<file path="src/rtl/program_loader.sv">
// Serial program loader: receives a word count and little-endian words over a
// byte stream and writes them into instruction memory while holding the CPU in reset.
module program_loader #(
  parameter int MEMORY_DEPTH = 256
) (
  input  logic        clk,
  input  logic        reset,
  input  logic        start,
  input  logic [7:0]  rx_data,
  input  logic        rx_valid,
  output logic        rx_ready,
  output logic        mem_we,
  output logic [31:0] mem_addr,
  output logic [31:0] mem_wdata,
  output logic        cpu_reset,
  output logic        busy,
  output logic        done,
  output logic        error
);

  localparam logic [2:0] IDLE  = 3'd0;
  localparam logic [2:0] LEN0  = 3'd1;
  localparam logic [2:0] LEN1  = 3'd2;
  localparam logic [2:0] DATA  = 3'd3;
  localparam logic [2:0] WRITE = 3'd4;
  localparam logic [2:0] DONE  = 3'd5;
  localparam logic [2:0] ERR   = 3'd6;

  localparam logic [16:0] DEPTH = 17'(MEMORY_DEPTH);

  logic [2:0]  state;
  logic [15:0] word_count;
  logic [15:0] word_index;
  logic [15:0] next_index;
  logic [15:0] new_count;
  logic [1:0]  byte_cnt;
  logic [23:0] word_buf;
  logic        accept;

  assign rx_ready   = (state == LEN0) || (state == LEN1) || (state == DATA);
  assign accept     = rx_ready && rx_valid;
  assign busy       = rx_ready || (state == WRITE);
  assign cpu_reset  = busy || (state == ERR);
  assign mem_we     = (state == WRITE);
  assign new_count  = {rx_data, word_count[7:0]};
  assign next_index = word_index + 16'd1;

  // The first three bytes of a word collect in word_buf; the fourth completes the
  // word straight into the registered write port so it stays stable until the next write.
  always_ff @(posedge clk) begin
    if (reset) begin
      state      <= IDLE;
      word_count <= '0;
      word_index <= '0;
      byte_cnt   <= '0;
      word_buf   <= '0;
      mem_addr   <= '0;
      mem_wdata  <= '0;
      done       <= 1'b0;
      error      <= 1'b0;
    end else begin
      case (state)
        IDLE, DONE, ERR: begin
          if (start) begin
            state      <= LEN0;
            done       <= 1'b0;
            error      <= 1'b0;
            word_index <= '0;
            byte_cnt   <= '0;
          end
        end
        LEN0: begin
          if (accept) begin
            word_count[7:0] <= rx_data;
            state           <= LEN1;
          end
        end
        LEN1: begin
          if (accept) begin
            word_count <= new_count;
            byte_cnt   <= '0;
            if (new_count == 16'd0) begin
              state <= DONE;
              done  <= 1'b1;
            end else if ({1'b0, new_count} > DEPTH) begin
              state <= ERR;
              error <= 1'b1;
            end else begin
              state <= DATA;
            end
          end
        end
        DATA: begin
          if (accept) begin
            word_buf <= {rx_data, word_buf[23:8]};
            byte_cnt <= byte_cnt + 2'd1;
            if (byte_cnt == 2'd3) begin
              state     <= WRITE;
              mem_wdata <= {rx_data, word_buf};
              mem_addr  <= {14'd0, word_index, 2'b00};
            end
          end
        end
        WRITE: begin
          word_index <= next_index;
          if (next_index == word_count) begin
            state <= DONE;
            done  <= 1'b1;
          end else begin
            state <= DATA;
          end
        end
        default: state <= IDLE;
      endcase
    end
  end

endmodule

</file>
<file path="config.mk">
export PLATFORM = sky130hd
export DESIGN_NAME = program_loader
export DESIGN_NICKNAME = d
export VERILOG_FILES = /design/src/rtl/program_loader.sv
export SDC_FILE = /design/constraint.sdc
export NUM_CORES = 1
export LEC_CHECK = 0
export ABC_AREA = 1
export CAP_MARGIN = 20
export CORE_UTILIZATION = 45
export CTS_CLUSTER_DIAMETER = 150
export DETAILED_ROUTE_END_ITERATION = 16
export GPL_TIMING_DRIVEN = 1
export PLACE_DENSITY_LB_ADDON = 0.15
export SLEW_MARGIN = 0
export SYNTH_ARGS = -nofsm -noshare
export SYNTH_HDL_FRONTEND = slang
export SYNTH_SLANG_ARGS = --single-unit
</file>
<file path="constraint.sdc">
create_clock -name clk -period 2.28 [get_ports clk]
set_clock_uncertainty 0.2 [all_clocks]
set_input_delay 0.456 -clock clk [delete_from_list [all_inputs] [get_ports clk]]
set_output_delay 0.456 -clock clk [all_outputs]
set_load 0.005 [all_outputs]
</file>
* Yosys cells after proc, flatten, opt, wreduce, memory -nomap -nowiden
Index checks and enable logic that the tools add are counted.
Cells by class: add/sub/neg operators 2, magnitude comparators 1, equal/unequal tests 17, multiplexer cells 26, bitwise logic cells 1, reduce and logical (&&, ||, !) cells 21
Operators by type and width (count):
- 16-bit one-hot mux with 2 select lines | 1
- 3-bit two-way mux | 8
- 16-bit by 1-bit adder with 16-bit output, second input constant | 1
- 16-bit == test | 1
- 16-bit by 9-bit greater-than comparator with 1-bit output, second input constant | 1
- 16-bit logical NOT | 1
- 16-bit two-way mux | 1
- 8-bit one-hot mux with 2 select lines | 1
- 3-bit one-hot mux with 5 select lines | 1
- 5-bit AND reduction | 3
- 2-bit != test, second input constant | 5
- 3-bit == test, second input constant | 3
- 8-bit two-way mux | 1
- 2-bit by 1-bit != test with 1-bit output, second input constant | 4
- 1-bit two-way mux | 7
- 3-bit by 2-bit == test with 1-bit output, second input constant | 2
- 2-bit two-way mux | 3
- 2-bit one-hot mux with 3 select lines | 1
- 2-bit AND reduction | 3
- 3-bit AND reduction | 2
- 3-bit nonzero test | 2
- 1-bit logical OR | 4
- 4-bit AND reduction | 1
- 2-bit nonzero test | 2
- 9 further kinds | 9
Storage, ports and cells: register bits 111, input port bits 12, output and inout bits 70, word-level logic and storage cells 78

* Logic depth before layout (Yosys ltp)
Gate-level depths: netlist of run 1.
depth in word-level cells 6, mapped depth 16, gate-level depth less buffers 16

* Least setup slack after synthesis of run 1
No wires, ideal clock.
path kind register -> register, start point register word_index[1], end point register state[1], setup time 0.134 ns, arrival time 1.609 ns, data required time 1.946 ns, path slack 0.338 ns, cell stages (with the launch flop) 15, buffers on the path 0, period minus slack after synthesis 1.942 ns, cell sequence dfxtp_1 > ha_1 > nand3_2 > o21ai_1 > nand2_1 > nand2_1 > nand2_2 > nor2_2 > nand2_1 > nor2_1 > nand3_1 > nand2_1 > nand2_1 > nand2_1 > a21oi_1
Between the ends: longest elaborated chain between the ends 4
Ends and longest elaborated chain:
- start, declared | line 33 | logic [15:0] word_index;
- start signal, assigned | line 105 | word_index <= next_index;
- 16-bit by 1-bit adder with 16-bit output | line 46 | assign next_index = word_index + 16'd1;
- 16-bit == test | line 106 | if (next_index == word_count) begin
- 3-bit two-way mux | line 106
- 3-bit one-hot mux with 5 select lines | line 62 | case (state)
- end signal, assigned | line 65 | state <= LEN0;
- end signal, assigned | line 107 | state <= DONE;
- end signal, assigned | line 110 | state <= DATA;
- end, declared | line 31 | logic [2:0] state;
No other way between the ends. A chain may end at the register's enable or synchronous reset.

* Worst setup path in the final report of run 1
start point register word_index[0], end point register state[2]
Same word-level chain as after synthesis.

==> results of run 1 <==
-- logic make-up after synthesis --
logic type | synth area share
buffers and inverters | 0.1123
DFF | 0.4404
xor gates and xnor gates | 0.006199
AOI/OAI and AO/OA | 0.2021
and+or+nand+nor | 0.2333
adders and majority gates | 0.004958
other | 0.0007431
-- worst max-delay path, cell delays in order (launching register included) --
cell	delay (ns)
dfxtp_4	0.39
ha_4	0.15
nand2_2	0.07
nor2_4	0.21
nand2_1	0.08
nand2_1	0.08
nand2_1	0.06
nand2_1	0.06
nand2_1	0.08
nor2_1	0.11
nand3_1	0.10
nor2_1	0.11
nand3_1	0.15
nand2_1	0.10
nand2_1	0.06
a21oi_2	0.10
-- state kept, by name, summed over array words and instances (netlist names) --
signal and count:
state 3, word_index 16, mem_addr 16, word_buf 24, mem_wdata 32, error 1, byte_cnt 2, done 1
word_count 16
-- layout make-up --
| type | count | area [um^2] |
|---|---|---|
| sequential | 111 | 2237 |
| tap | 140 | 175.2 |
| clock buffer | 10 | 127.6 |
| fill | 1030 | 4601 |
| inverter | 84 | 315.3 |
| multi-input combinational | 474 | 2367 |
| timing repair buffer | 103 | 1015 |
| clock inverter | 6 | 50.05 |
-- metrics by stage --
stage            util  area [um^2]  cells  TNS [ns]  hold slack [ns]
6_report       0.5775         6287    928         0           0.2666
5_1_grt        0.5775         6287    928  -0.07307           0.2936
4_1_cts        0.5721         6228    928         0           0.2649
3_5_place_dp   0.5531         6022    910   -0.1966           0.2491
3_3_place_gp   0.5531         6022    910   -0.2141           0.2429
2_1_floorplan       -         5102    717         0           0.2297
-- power groups by stage --
stage | logic [W] | clock network (W) | registers [W]
2_1_floorplan | 0.000727 | 0 | 0.00217
3_3_place_gp | 0.00105 | 0 | 0.00221
4_1_cts | 0.00107 | 0.00114 | 0.00218
3_5_place_dp | 0.00106 | 0 | 0.00221
6_report | 0.00110 | 0.00111 | 0.00218
5_1_grt | 0.00123 | 0.00123 | 0.00221
-- metal layers --
| metal | vias up | GRT usage | wire length, um |
|---|---|---|---|
| met5 | - | 0 | 0 |
| met4 | 0 | 0.06556 | 264 |
| met3 | 19 | 0.06235 | 739 |
| met2 | 147 | 0.3805 | 5966 |
| met1 | 2183 | 0.3143 | 6012 |
| li1 | 2433 | - | - |
-- layout by cell type (no fill, tap or decap), types with 3 or more instances in the layout --
cell type and instances:
nand3b_1 3, nor2_4 6, a21oi_1 86, nand2_1 131, nor2_2 6, inv_1 83, conb_1 16, buf_4 31
buf_12 6, dfxtp_1 101, clkbuf_8 9, dfxtp_2 9, o21ai_2 3, a211oi_1 22, nand3_2 3, nor2_1 57
clkdlybuf4s50_1 62, nand3_1 39, inv_6 3, nand2_2 6, nand4_1 10, o21ai_0 67
-- path summary, 6_finish.rpt --
check | to | depth (start not counted) | slack (ns)
setup / recovery | state[2]$_SDFFE_PP0P_ | 15 | 0.10
setup reg to reg | state[2]$_SDFFE_PP0P_ | 15 | 0.10
hold / removal | mem_wdata[6]$_SDFFE_PP0P_ | 2 | 0.27
hold reg to reg | mem_wdata[6]$_SDFFE_PP0P_ | 2 | 0.27
-- synth_stat cells --
master,number
conb_1,1
buf_2,5
nor2_2,2
a21oi_1,86
nand4_1,10
nand2_2,4
or2_2,2
nand3_1,40
buf_4,17
inv_1,84
nor4_1,1
nor2_4,6
nand3_2,2
o21ai_1,4
xor2_1,1
clkbuf_2,1
o211ai_1,1
dfxtp_1,111
a21oi_2,3
a31oi_1,1
nor3_1,2
o221ai_1,1
nor3_2,1
ha_1,2
nand3b_1,3
clkbuf_1,25
o21bai_2,1
xnor3_1,1
a211oi_1,22
nor2_1,61
o21ai_0,67
nand2_1,133
o21ai_2,1
-- repair_timing --
action                                  CTS  global route
setup buffers                             2             0
resized for setup                         9            20
hold endpoints to repair                  0             0
endpoints found under the setup margin    4            21
gates cloned                              0             0
pin swaps                                 2             4
==> flow_summary.ini, run 1 <==
[floorplanning]
core_mm2 = 0.01089
initial_core_util = 0.4635
io_pins = 82
die_h_um = 107.9
die-area_mm2 = 0.01164
die_width_um = 107.9
num_rows = 38

[global_route]
grt_overflow = 0
grt_pass1_wl_mm = 21.43
grt_max_degree = 57
grt_util_all_layers = 0.2376
grt_pass1_vias = 4479
antenna_found_initial = 0

[pwr]
p_comb_frac = 0.250
powerDensity_mw_per_mm2 = 697.7
ir_worst_vdd_mv = 0.4657
p_leak_nw = 2.427
fin_total_pwr_w = 0.004386
p_int_w = 0.002925
p_sw_w = 0.001461
p_seq_frac = 0.498
clockPowerShare = 0.252
p_sw_frac = 0.3331

[worst_setup_path]
startpoint = word_index[0]$_SDFFE_PP0P_
crit_arrival_ns = 2.29
cp.required_ns = 2.39
setup.worst_path.end_class = flip-flop
timing.rr.start = word_index[0]$_SDFFE_PP0P_
crit_fanout = 7
critPathKind = reg2reg
start_kind = flip-flop

[synth]
synth_cells = 702
syn_avg_cell_area_um2 = 7.188
synth_top_cell_by_area = dfxtp_1
netlist.area_leader.share = 0.4404
ys_ff_latch = 111
synth_area_mm2 = 0.005046
yosysSeqAreaShare = 0.4404
synth.area.top_cells = dfxtp_1, nand2_1, a21oi_1
ys_warn_count = 0
synth_cell_type_count = 33

[clock_tree]
clock_latency_ns = 0.37
hold_buffers = 0
cts_buffer_depth = 2
cts_tree = yes
clk_pin_slew_ns = 0.10
cts_buffers = 9
root_buffer = clkbuf_8
clock-sinks = 111
cts_max_level = 3

[sta]
finalSetupViolCount = 0
slew-limit-headroom = 0.6369
worst_slew_pin_slew_ns = 0.5434
fmax_mhz = 459.3
final-hold-violation-count = 0
grt_setup_unrepaired = true
maxSlewViolCount = 0
period_share = 0.9550
setup_ws_ns = 0.1026
period_needed_ns = 2.177

[detailed_routing]
viasPerCell = 5.153
wl_mm = 12.98
drc = 0
ant_nets = 0
dr.pass1.iters = 4
avgRoutedWirePerCell_um = 13.99
vias = 4782
drt_iter0_markers = 269

[outcome]
status = complete, no violations

[cells_and_area]
drive_gt1_frac = 0.1218
areaGrowthSynthToFinish_pct = 24.60
antenna_cells = 0
nets = 797

[place]
hpwl_mm = 9.556
place_ws_ns = -0.08073
place_congestion = 0.9015
numPortBuffers = 65

[worst_hold_path]
min_from = word_buf[6]$_SDFFE_PP0P_
hold_class = reg2reg

[job]
maxCapViolCount = 0
Power figures use the tool's default switching activity.
==> run 2, diff against run 1 <==
Settings changed: RECOVER_POWER set to 50, SETUP_SLACK_MARGIN set to 0.3.
==> run 2 against run 1 <==
Cell count is 2.7% higher. First-iteration DRC count is 12% lower. Cell area is 11% higher. Critical endpoint unchanged. Largest power group unchanged.
==> flow_summary.ini, run 2 (synthesis results as in run 1) <==
[outcome]
status = complete, no violations

[worst_setup_path]
path_common_cell = nand2_1
reg2reg_setup_slack_ns = 0.12
start_kind = flip-flop
setup.worst_path.end_class = flip-flop
crit_fanout = 5
cp_cell_sequence = buf_4 > nand2_2 > nor2_4 > nand2_2 > nand3b_1 > nand2_1 > inv_1 > nand2_1 > nor2_1 > nand3_1 > nor2_1 > nand3_1 > nand2_1 > nand2_1 > a21oi_2
slowest_delay_ns = 0.37
critPathKind = reg2reg
cp.required_ns = 2.40
crit_arrival_ns = 2.28
cp_slowest_cell = dfxtp_2

[floorplanning]
io_pins = 82
core_mm2 = 0.01089
die_h_um = 107.9
initial_core_util = 0.4635
num_rows = 38
die_width_um = 107.9
die-area_mm2 = 0.01164

[cells_and_area]
regMostFlops = mem_wdata
fillCellCount = 950
final_cell_mix = nand2_1, dfxtp_1, inv_1
regArea_mm2 = 0.002246
antenna_cells = 0
multi_input_area_mm2 = 0.002636
nets = 822
utilization = 0.6386
areaGrowthSynthToFinish_pct = 37.79
largest_reg_flops = 32
final_common_cell = nand2_1
drive_gt1_frac = 0.2423
reg_top3 = mem_wdata x32, word_buf x24

[sta]
final-hold-violation-count = 0
setup_ws_ns = 0.1184
whs_ns = 0.2578
fmax_mhz = 462.6
maxSlewViolCount = 0
finalSetupTns_ns = 0
period_share = 0.9480
finalSetupViolCount = 0
period_needed_ns = 2.162
grt_setup_unrepaired = true

[worst_hold_path]
hold_class = reg2reg

[global_route]
grt_max_degree = 57
grt_util_all_layers = 0.2401
grt_pass1_wl_mm = 21.65
antenna_found_initial = 0
grt_overflow = 0
grt_pass1_vias = 4522

[place]
place_congestion = 0.9015
hpwl_mm = 9.556
place_ws_ns = -0.08073
numPortBuffers = 65

[pwr]
p_leak_nw = 2.646
ir_worst_vdd_mv = 0.4625
powerDensity_mw_per_mm2 = 653.8
fin_total_pwr_w = 0.004546

[clock_tree]
cts_buffer_depth = 2
clock-sinks = 111
clock_latency_ns = 0.38
cts_tree = yes
cts_max_level = 3
clk_pin_slew_ns = 0.10
root_buffer = clkbuf_8
cts_buffers = 9

[detailed_routing]
wl_mm = 14.35
ant_nets = 0
viasPerCell = 5.290
drt_iter0_markers = 237
drc = 0
vias = 5041
avgRoutedWirePerCell_um = 15.06
dr.pass1.iters = 5

[job]
maxCapViolCount = 0
[run 2: per-layer routing]
layer  vias to the layer above  routed length [um]  GRT usage
li1                       2484                   -          -
met1                      2399                6498     0.3158
met2                       143                6985     0.3855
met3                        15                 633    0.06235
met4                         0                 231    0.06947
met5                         -                   0          0
[run 2: per-stage QoR]
step                area (um^2)  instances
finish                     6953        953
global route               6953        953
CTS                        6310        932
detailed placement         6022        910
global placement           6022        910
floorplan                  5102        717
[run 2: worst paths after layout]
check,from,end,cells past startpoint
setup / recovery,word_index[1]$_SDFFE_PP0P_,state[2]$_SDFFE_PP0P_,15
hold / removal,word_buf[6]$_SDFFE_PP0P_,mem_wdata[6]$_SDFFE_PP0P_,2
setup reg to reg,word_index[1]$_SDFFE_PP0P_,state[2]$_SDFFE_PP0P_,15
hold reg to reg,word_buf[6]$_SDFFE_PP0P_,mem_wdata[6]$_SDFFE_PP0P_,2
[run 2: worst max-delay path, delay by kind of cell (launching register included)]
kind                   cells  cell delay (ns)
AND/OR/NAND/NOR           12             1.23
flip-flops                 1             0.37
buffers and inverters      2             0.23
AO/OA/AOI/OAI              1             0.10
[run 2: layout make-up]
cell class,instances,share of cell area
Multi-Input combinational cell,474,0.3792
Sequential cell,111,0.3230
Timing Repair Buffer,128,0.2008
Inverter,84,0.04625
Tap cell,140,0.02519
Clock buffer,10,0.01836
Clock inverter,6,0.007198
[run 2: power breakdown]
group	internal (W)	switching, W	total, W	leakage (nW)
Combinational	0.000518	0.000719	0.00124	1.65
Clock	0.000416	0.000700	0.00112	0.0896
Sequential	0.00207	0.000123	0.00219	0.905
[run 2: repair_timing]
item,CTS,global route
resized for setup,30,127
pin swaps,12,38
setup endpoints to repair,24,75
gates cloned,0,10
buffers inserted,6,11
hold buffers,0,0
==> run 3, diff against run 2 <==
Settings changed: ABC_AREA 1 to 0.
==> run 3 against run 2 <==
The flow now finishes with violations (setup timing). Area after synthesis is 2.1% lower. Hold slack worse by 0.0016 ns. Combinational power is 16% lower. Maximum frequency is 7.0% lower. Clock-buffer cell count is 1 higher. Power is 3.1% lower. Routed wire length is 7.2% lower. Critical path type unchanged.
==> flow_summary.ini, run 3 <==
[outcome]
status = finished with violations
violations = setup timing

[cells_and_area]
final_common_cell = nand2_1
drive_gt1_frac = 0.2176
stdcell_area_mm2 = 0.006773
final_cell_mix = nand2_1, a21oi_1, dfxtp_1
nets = 782
reg_top3 = mem_wdata x32, word_buf x24
regMostFlops = mem_wdata
largest_reg_flops = 32
fin_cells = 908
areaGrowthSynthToFinish_pct = 37.04
antenna_cells = 0

[detailed_routing]
drc = 0
avgRoutedWirePerCell_um = 14.67
wl_mm = 13.32
viasPerCell = 5.278
ant_nets = 0
vias = 4792
drt_iter0_markers = 326
dr.pass1.iters = 5

[synth]
ys_ff_latch = 111
yosysSeqAreaShare = 0.4496
synth.area.top_cells = dfxtp_1, nand2_1, a21oi_1
synth-main-ff-cell = dfxtp_1
synthTopCellsByCount = nand2_1, a21oi_1, dfxtp_1
synth_cell_type_count = 54
synth_area_mm2 = 0.004942
ys_warn_count = 0
synth_edf_count = 0
async_reset_ff_frac = 0
syn_avg_cell_area_um2 = 7.615
netlist.area_leader.share = 0.4496
synth_cells = 649
synth.most_common_cell = nand2_1
synth_top_cell_by_area = dfxtp_1

[place]
place_ws_ns = -0.08218
place_congestion = 0.8319
numPortBuffers = 65
hpwl_mm = 8.907
placed_area_mm2 = 0.006086
dp.cells = 866

[sta]
final-hold-violation-count = 0
maxSlewViolCount = 0
setup_ws_ns = -0.04458
slew-limit-headroom = 0.6070
fmax_mhz = 430.2
period_share = 1.020
period_needed_ns = 2.325
grt_setup_unrepaired = true
worst_slew_pin_slew_ns = 0.5895
finalSetupViolCount = 2

[worst_setup_path]
crit_fanout = 4
start_kind = flip-flop
cp.required_ns = 2.40
cp_top_family = simple AND/OR/NAND/NOR gates
cp_slowest_cell = or4_4
setup.worst_path.end_class = flip-flop
slowest_delay_ns = 0.46
cp_cell_sequence = ha_4 > nand3_4 > or3_4 > nor4_4 > o2111ai_2 > or4_4 > a21oi_2
path_buf_inv = 0
critPathKind = reg2reg
crit_arrival_ns = 2.44

[clock_tree]
cts_buffer_depth = 2
root_buffer = clkbuf_8
clock_latency_ns = 0.38
clock-sinks = 111
cts_tree = yes
cts_buffers = 9
cts_max_level = 3
clk_pin_slew_ns = 0.10

[floorplanning]
io_pins = 82
initial_core_util = 0.4703
die_width_um = 106.8
die_h_um = 106.8
num_rows = 37
die-area_mm2 = 0.01141
core_mm2 = 0.01051

[global_route]
grt_pass1_wl_mm = 21.27
grt_overflow = 0
grt_util_all_layers = 0.2362
grt_pass1_vias = 4501
antenna_found_initial = 0
grt_max_degree = 50

[worst_hold_path]
hold_class = reg2reg

[pwr]
ir_worst_vdd_mv = 0.6492
powerDensity_mw_per_mm2 = 650.2
p_leak_nw = 2.461

[job]
maxCapViolCount = 0
-- run 3: cell types whose count changed after synthesis, sizes merged, moves of 11 or more --
| cell | change |
|---|---|
| nor2 | -36 |
| a21oi | +27 |
| nand2 | +54 |
| nand3 | -34 |
| xnor2 | +11 |
| a211oi | -20 |
| inv | -78 |
| o21ai | -57 |
| xor2 | +12 |
-- run 3: stage by stage --
step / total power, W / util / setup TNS, ns / hold slack (ns)
finish: 0.004403 / 0.6445 / -0.05412 / 0.2563
detailed placement: 0.003001 / 0.5791 / -0.1953 / 0.2470
CTS: 0.004333 / 0.6264 / 0 / 0.2602
global placement: 0.002988 / 0.5791 / -0.1908 / 0.2413
floorplan: 0.002665 / - / 0 / 0.2321
global route: 0.004624 / 0.6445 / -0.3842 / 0.2675
-- run 3: timing repair --
item                                    in CTS  in global routing
setup buffers                               18                  7
endpoints found under the setup margin      58                 65
pin swaps                                   13                 14
gates resized for setup                     47                 35
hold buffers                                 0                  0
gates cloned                                 0                  2
-- run 3: metal layers --
| metal | vias up | track usage | part of all wire |
|---|---|---|---|
| met4 | 0 | 0.08023 | 0.021 |
| met2 | 140 | 0.3880 | 0.48 |
| met1 | 2250 | 0.3031 | 0.45 |
| met3 | 24 | 0.05593 | 0.047 |
| met5 | - | 0 | 0 |
| li1 | 2378 | - | - |
-- run 3: kinds of logic after synthesis --
kind of cell             after synthesis  synth area share
flip-flops                           111            0.4496
AND/OR/NAND/NOR                      284            0.2516
XOR/XNOR                              24           0.04253
other                                  1         0.0007588
adder cells (fa/ha/maj)                2          0.005062
AO/OA/AOI/OAI                        154            0.1709
buffers and inverters                 69           0.07088
multiplexers                           4          0.008607
-- run 3: where the power goes --
group          total, W  leakage [nW]  switching, W  internal, W
Sequential      0.00208         0.905     0.0000794      0.00200
Clock           0.00128         0.109      0.000637     0.000640
Combinational   0.00104          1.45      0.000571     0.000472
Total           0.00440          2.46       0.00129      0.00312
-- run 3: final timing paths --
kind	endpoint	startpoint	slack, ns	cells after the start
setup / recovery	state[2]$_SDFFE_PP0P_	word_index[1]$_SDFFE_PP0P_	-0.04	7
hold reg to reg	mem_wdata[0]$_SDFFE_PP0P_	word_buf[0]$_SDFFE_PP0P_	0.26	2
setup reg to reg	state[2]$_SDFFE_PP0P_	word_index[1]$_SDFFE_PP0P_	-0.04	7
hold / removal	mem_wdata[0]$_SDFFE_PP0P_	word_buf[0]$_SDFFE_PP0P_	0.26	2
-- run 3: area by class of cell --
cell class,count,area [um^2]
tap,136,170.2
multi-input combinational,484,2670
inverter,7,27.53
fill,960,3736
clock buffer,11,141.4
clock inverter,4,70.07
timing repair buffer,155,1431
sequential,111,2262
-- run 3: worst register-to-register path, delay by kind of cell (launching register included) --
family	cells	cell delay (ns)
adder cells (fa/ha/maj)	1	0.16
AND/OR/NAND/NOR	4	1.20
AO/OA/AOI/OAI	2	0.32
flip-flops	1	0.39
